**config.mk**
```make
export PLATFORM = sky130hd
export DESIGN_NAME = jtag_host_driver
export DESIGN_NICKNAME = d
export VERILOG_FILES = /design/src/rtl/jtag_host_driver.sv
export SDC_FILE = /design/constraint.sdc
export NUM_CORES = 1
export LEC_CHECK = 0
export CORE_UTILIZATION = 35
export CTS_CLUSTER_DIAMETER = 100
export DETAILED_ROUTE_END_ITERATION = 10
export PLACE_DENSITY = 0.61
export SYNTH_ARGS = -nofsm -noshare
export SYNTH_HDL_FRONTEND = slang
export SYNTH_SLANG_ARGS = --single-unit
```
**constraint.sdc**
```tcl
create_clock -name sys_clk -period 3.95 [get_ports sys_clk]
set_input_delay 0.79 -clock sys_clk [delete_from_list [all_inputs] [get_ports sys_clk]]
set_output_delay 0.79 -clock sys_clk [all_outputs]
set_load 0.005 [all_outputs]
```
**src/rtl/jtag_host_driver.sv**
```systemverilog
// Command-driven JTAG master: turns RESET/IDLE/SHIFT_IR/SHIFT_DR commands into
// TCK/TMS/TDI/TRST slot sequences and returns the captured TDO bits.
module jtag_host_driver #(
    parameter int unsigned CLK_DIV = 2
) (
    input  logic        sys_clk,
    input  logic        rst_n,
    input  logic        cmd_valid,
    output logic        cmd_ready,
    input  logic [2:0]  cmd_op,
    input  logic [4:0]  cmd_len,
    input  logic [31:0] cmd_data,
    output logic        rsp_valid,
    output logic [31:0] rsp_data,
    output logic        busy,
    output logic        tck,
    output logic        tms,
    output logic        tdi,
    output logic        trst,
    input  logic        tdo
);

    typedef enum logic [2:0] {
        ST_READY,
        ST_TRST,
        ST_PRE,
        ST_SHIFT,
        ST_POST,
        ST_DONE
    } state_t;

    localparam logic [2:0] OP_RESET = 3'd0;
    localparam logic [2:0] OP_IDLE  = 3'd1;
    localparam logic [2:0] OP_IR    = 3'd2;
    localparam logic [2:0] OP_DR    = 3'd3;

    localparam logic [8:0] HALF_M1 = 9'(CLK_DIV - 1);
    localparam logic [8:0] FULL_M1 = 9'(2 * CLK_DIV - 1);

    state_t      state_q, state_d;
    logic [4:0]  idx_q, idx_d;
    logic [8:0]  cnt_q, cnt_d;
    logic [2:0]  op_q, op_d;
    logic [4:0]  len_q, len_d;
    logic [31:0] data_q, data_d;
    logic [31:0] cap_q, cap_d;
    logic [31:0] rsp_q, rsp_d;
    logic        tck_q, tck_d;
    logic        tms_q, tms_d;
    logic        tdi_q, tdi_d;
    logic        trst_q, trst_d;
    logic        live_q;
    logic        accept;
    logic        slot_start;
    logic        shift_op_q;

    // Index of the final slot spent in a given state.
    function automatic logic [4:0] last_idx(state_t st, logic [2:0] op, logic [4:0] len);
        case (st)
            ST_TRST:  return 5'd1;
            ST_PRE:   return (op == OP_DR) ? 5'd2 : 5'd3;
            ST_SHIFT: return len;
            default:  return 5'd1;
        endcase
    endfunction

    function automatic logic slot_tms(state_t st, logic [4:0] idx, logic [2:0] op, logic [4:0] len);
        case (st)
            ST_TRST:  return 1'b1;
            ST_PRE: begin
                if (op == OP_IR)
                    return idx < 5'd2;
                else if (op == OP_DR)
                    return idx == 5'd0;
                else
                    return 1'b1;
            end
            ST_SHIFT: return (op != OP_IDLE) && (idx == len);
            ST_POST:  return idx == 5'd0;
            default:  return 1'b1;
        endcase
    endfunction

    assign cmd_ready  = live_q && (state_q == ST_READY || state_q == ST_DONE);
    assign accept     = cmd_valid && cmd_ready;
    assign shift_op_q = (op_q == OP_IR) || (op_q == OP_DR);

    always_comb begin
        state_d    = state_q;
        idx_d      = idx_q;
        cnt_d      = cnt_q;
        op_d       = op_q;
        len_d      = len_q;
        data_d     = data_q;
        cap_d      = cap_q;
        rsp_d      = rsp_q;
        tck_d      = tck_q;
        tms_d      = tms_q;
        tdi_d      = tdi_q;
        slot_start = 1'b0;

        case (state_q)
            ST_READY, ST_DONE: begin
                state_d = ST_READY;
                if (accept) begin
                    op_d   = cmd_op;
                    len_d  = cmd_len;
                    data_d = cmd_data;
                    cap_d  = '0;
                    idx_d  = '0;
                    case (cmd_op)
                        OP_RESET: begin
                            state_d    = ST_TRST;
                            slot_start = 1'b1;
                        end
                        OP_IDLE: begin
                            state_d    = ST_SHIFT;
                            slot_start = 1'b1;
                        end
                        OP_IR, OP_DR: begin
                            state_d    = ST_PRE;
                            slot_start = 1'b1;
                        end
                        // Invalid ops park in PRE for one cycle without driving any slot.
                        default: state_d = ST_PRE;
                    endcase
                end
            end
            default: begin
                if (state_q == ST_PRE && op_q[2]) begin
                    state_d = ST_DONE;
                    rsp_d   = cap_q;
                end else if (cnt_q == FULL_M1) begin
                    if (idx_q == last_idx(state_q, op_q, len_q)) begin
                        idx_d = '0;
                        case (state_q)
                            ST_TRST:  state_d = ST_PRE;
                            ST_PRE:   state_d = (op_q == OP_RESET) ? ST_POST : ST_SHIFT;
                            ST_SHIFT: state_d = (op_q == OP_IDLE) ? ST_DONE : ST_POST;
                            default:  state_d = ST_DONE;
                        endcase
                    end else begin
                        idx_d = idx_q + 5'd1;
                    end
                    if (state_d == ST_DONE) begin
                        tck_d = 1'b0;
                        rsp_d = cap_q;
                    end else begin
                        slot_start = 1'b1;
                    end
                end else begin
                    cnt_d = cnt_q + 9'd1;
                    if (cnt_q == HALF_M1 && state_q != ST_TRST) begin
                        tck_d = 1'b1;
                        if (state_q == ST_SHIFT && shift_op_q)
                            cap_d[idx_q] = tdo;
                    end
                end
            end
        endcase

        if (slot_start) begin
            cnt_d = '0;
            tck_d = 1'b0;
            tms_d = slot_tms(state_d, idx_d, op_d, len_d);
            tdi_d = (state_d == ST_SHIFT && (op_d == OP_IR || op_d == OP_DR)) ? data_d[idx_d] : 1'b0;
        end

        trst_d = (state_d != ST_TRST);
    end

    always_ff @(posedge sys_clk) begin
        if (!rst_n) begin
            state_q <= ST_READY;
            idx_q   <= '0;
            cnt_q   <= '0;
            op_q    <= '0;
            len_q   <= '0;
            data_q  <= '0;
            cap_q   <= '0;
            rsp_q   <= '0;
            tck_q   <= 1'b0;
            tms_q   <= 1'b1;
            tdi_q   <= 1'b0;
            trst_q  <= 1'b0;
            live_q  <= 1'b0;
        end else begin
            state_q <= state_d;
            idx_q   <= idx_d;
            cnt_q   <= cnt_d;
            op_q    <= op_d;
            len_q   <= len_d;
            data_q  <= data_d;
            cap_q   <= cap_d;
            rsp_q   <= rsp_d;
            tck_q   <= tck_d;
            tms_q   <= tms_d;
            tdi_q   <= tdi_d;
            trst_q  <= trst_d;
            live_q  <= 1'b1;
        end
    end

    assign rsp_valid = (state_q == ST_DONE);
    assign rsp_data  = rsp_q;
    assign busy      = (state_q != ST_READY) && (state_q != ST_DONE);
    assign tck       = tck_q;
    assign tms       = tms_q;
    assign tdi       = tdi_q;
    assign trst      = trst_q;

endmodule

```
==> results.toml <==
[outcome]
run_status = "finished, final reports clean"

[sta]
layout_setup_ws_ns = 0.579
final_hold_viol_count = 0
setup_viol = 0
timing.max_slew.rel_slack = 0.203
clock_skew_ns = 0.0114
timing.hold.ws_ns = 0.455
drv_slew = 0
min_period_ns = 3.37
slew_at_the_pin_with_the_worst_max_slew_slack_ns = 1.19
timing.final.crit_share = 0.853
max_freq_ghz = 0.297
rsz_0062_raised_after_global_routing = "false"
fin_tns_setup_ns = 0

[synthesis]
dominant_combinational_cell_family_by_area_after_synthesis = "simple AND/OR/NAND/NOR gates"
multiplexer_fraction_of_the_synthesized_cell_area = 0.0721
synth_enable_flop_cells = 0
synth.lib_cells_used.distinct = 73
async_flop_share = 0
postSynthNetCount = 841
dominantRegCellSynth = "sky130_fd_sc_hd__dfxtp_1"
synth_sequential_area_ratio = 0.393
synth_adder_area_share = 0.0117
yosys.area_share.xor_xnor = 0.0245
yosys.area_share.simple = 0.285
ys.warnings.count = 0
syn-instance-count = 791
netlist_area_sq_um = 6420
synth_seq_cells = 126
synth_area_per_cell_sq_um = 8.12
synth_compound_gate_area_share = 0.165

[detailed_routing]
ant_nets = 0
routed_wirelength_um = 16100
initialDrtViolationCount = 382
route.detailed.vias_per_inst = 5.14
wire_per_inst_um = 14.6
route.vias.total = 5649
drcViolationCount = 0
dr.pass1.iters = 5

[place]
place_inst = 1066
dpl_cell_area_sq_um = 7450
detailedPlacementHpwl_um = 11200
post-place-ws_ns = 0.635
gpl.final_weighted_congestion = 0.829
port_buffers = 82

[clocking]
cts_num_sinks = 126
cts_htree_levels = 4
buffer_type_at_the_clock_tree_root = "sky130_fd_sc_hd__clkbuf_16"
tritoncts = "done"
cts_buffers = 17
clk_pin_slew_ns = 0.06
postCtsResizedCells = 0
clock_path_buffers = 2
clock_latency_ns = 0.42
cts.repair_timing.setup_buffer_count = 0
ctsHoldBuffers = 0

[critical_path]
critPathKind = "flop to flop"
worst-endpoint-arrival_ns = 3.67
critical_path.endpoint_type = "flop"
timing.critical_path.fanout_max = 20
critical_path_required_ns = 4.25
start_kind = "flop"

[grt]
initial_antenna_violation_count = 0
via_count_of_the_first_global_routing_pass = 5207
grt_usage = 0.183
gr-total-overflow = 0
global_route_wire_length_before_repair_um = 26600
grt_start_max_net_pins = 53

[power]
ir_drop_mv = 0.284
pleak_nw = 2.64
design_power_total_mw = 3.11
powerDensity_nw_per_um2 = 388

[die]
fp.coreArea_sq_um = 18000
io-pin-count = 83
floorplan.initialDensity = 0.358
design.die.area_sq_um = 18900
chipWidth_um = 137
vertical_die_dimension_um = 137
floorplan.rows = 49

[hold_path]
worstHoldPathType = "flop to flop"

[finish]
design.final.nets = 906
final-instance-count-excl-fill = 1098
finalInstanceArea_sq_um = 8020
areaGrowthSynthToFinish_pct = 24.9
antennaDiodeCount = 0
fill_cells = 1765
leading_cell_type_in_the_layout_fill_and_taps_excluded = "sky130_fd_sc_hd__nand2_1"
layout_common_cells = "163 x sky130_fd_sc_hd__nand2_1, 126 x sky130_fd_sc_hd__dfxtp_1, 81 x sky130_fd_sc_hd__clkdlybuf4s50_1"
finished_core_util = 0.446
drive_above_1_share = 0.0852

[flow_run]
cap_violations = 0
[where the power goes]
part	internal (mW)	switching, mW	total [mW]
clock network	0.892	0.621	1.51
logic	0.121	0.147	0.268
registers	1.30	0.0297	1.33
[cells by family after synthesis]
group,Yosys count
XOR/XNOR,18
AO/OA/AOI/OAI,155
adder cells (fa/ha/maj),6
multiplexers,46
flip-flops,126
buffers and inverters,71
AND/OR/NAND/NOR,369
[layer usage]
metal	routed length, um	GRT usage
met4	369	0.0812
met2	7220	0.273
met5	0	0
met3	630	0.0442
met1	7840	0.248
[worst paths after layout]
check	startpoint	end	slack [ns]	cells after the start
max	cnt_q[0]	tdi	0.58	11
min	cap_q[27]	cap_q[27]	0.45	2
max reg2reg	cnt_q[0]	tdi	0.58	11
min reg2reg	cap_q[27]	cap_q[27]	0.45	2
[critical path: stages, from the launching register on]
cell,delay (ns)
sky130_fd_sc_hd__dfxtp_1,0.41
sky130_fd_sc_hd__ha_1,0.30
sky130_fd_sc_hd__nor4b_4,0.31
sky130_fd_sc_hd__nand3_2,0.19
sky130_fd_sc_hd__nand2b_4,0.31
sky130_fd_sc_hd__a311oi_1,0.60
sky130_fd_sc_hd__a31oi_4,0.15
sky130_fd_sc_hd__o211ai_1,0.20
sky130_fd_sc_hd__o21ai_1,0.09
sky130_fd_sc_hd__a22o_1,0.18
sky130_fd_sc_hd__a2111oi_1,0.38
sky130_fd_sc_hd__a211oi_1,0.12
[layout make-up]
type,instances,area [sq um],area share
tap,229,287,0.0357
multi-input combinational,594,3600,0.449
clock buffer,18,439,0.0548
inverter,11,41.3,0.00515
timing repair buffer,106,996,0.124
clock inverter,14,134,0.0167
sequential,126,2520,0.315
[sequential cells by signal (all words and copies together) (netlist names), 3 cells and up]
signal and cells:
cnt_q 9, len_q 5, idx_q 5, op_q 3
state_q 3, rsp_data 32, cap_q 32, data_q 32
[synthesized netlist by cell type (all sizes together), types with 3 or more instances]
| cell | instances | area (sq um) |
|---|---|---|
| nand2b | 5 | 38.8 |
| dfxtp | 126 | 2520 |
| nor4b | 3 | 41.3 |
| nor2b | 47 | 294 |
| o211ai | 5 | 37.5 |
| inv | 11 | 41.3 |
| nand2 | 163 | 612 |
| o221ai | 3 | 32.5 |
| nand3 | 55 | 285 |
| o21ai | 18 | 90.1 |
| nor4 | 3 | 33.8 |
| nor3b | 3 | 22.5 |
| ha | 6 | 75.1 |
| a21oi | 50 | 250 |
| and3 | 6 | 37.5 |
| and2 | 11 | 68.8 |
| o31ai | 3 | 27.5 |
| o311ai | 4 | 35.0 |
| o22ai | 3 | 18.8 |
| buf | 22 | 128 |
| nor3 | 11 | 60.1 |
| nor2 | 42 | 178 |
| nand4 | 8 | 50.1 |
| a31oi | 8 | 65.1 |
| mux2i | 44 | 440 |
| xor2 | 7 | 61.3 |
| a211oi | 5 | 37.5 |
| a311oi | 4 | 35.0 |
| clkbuf | 38 | 145 |
| xnor2 | 11 | 96.3 |
| nand4b | 3 | 26.3 |
| a21boi | 31 | 233 |
Power figures use the tool's default switching activity.
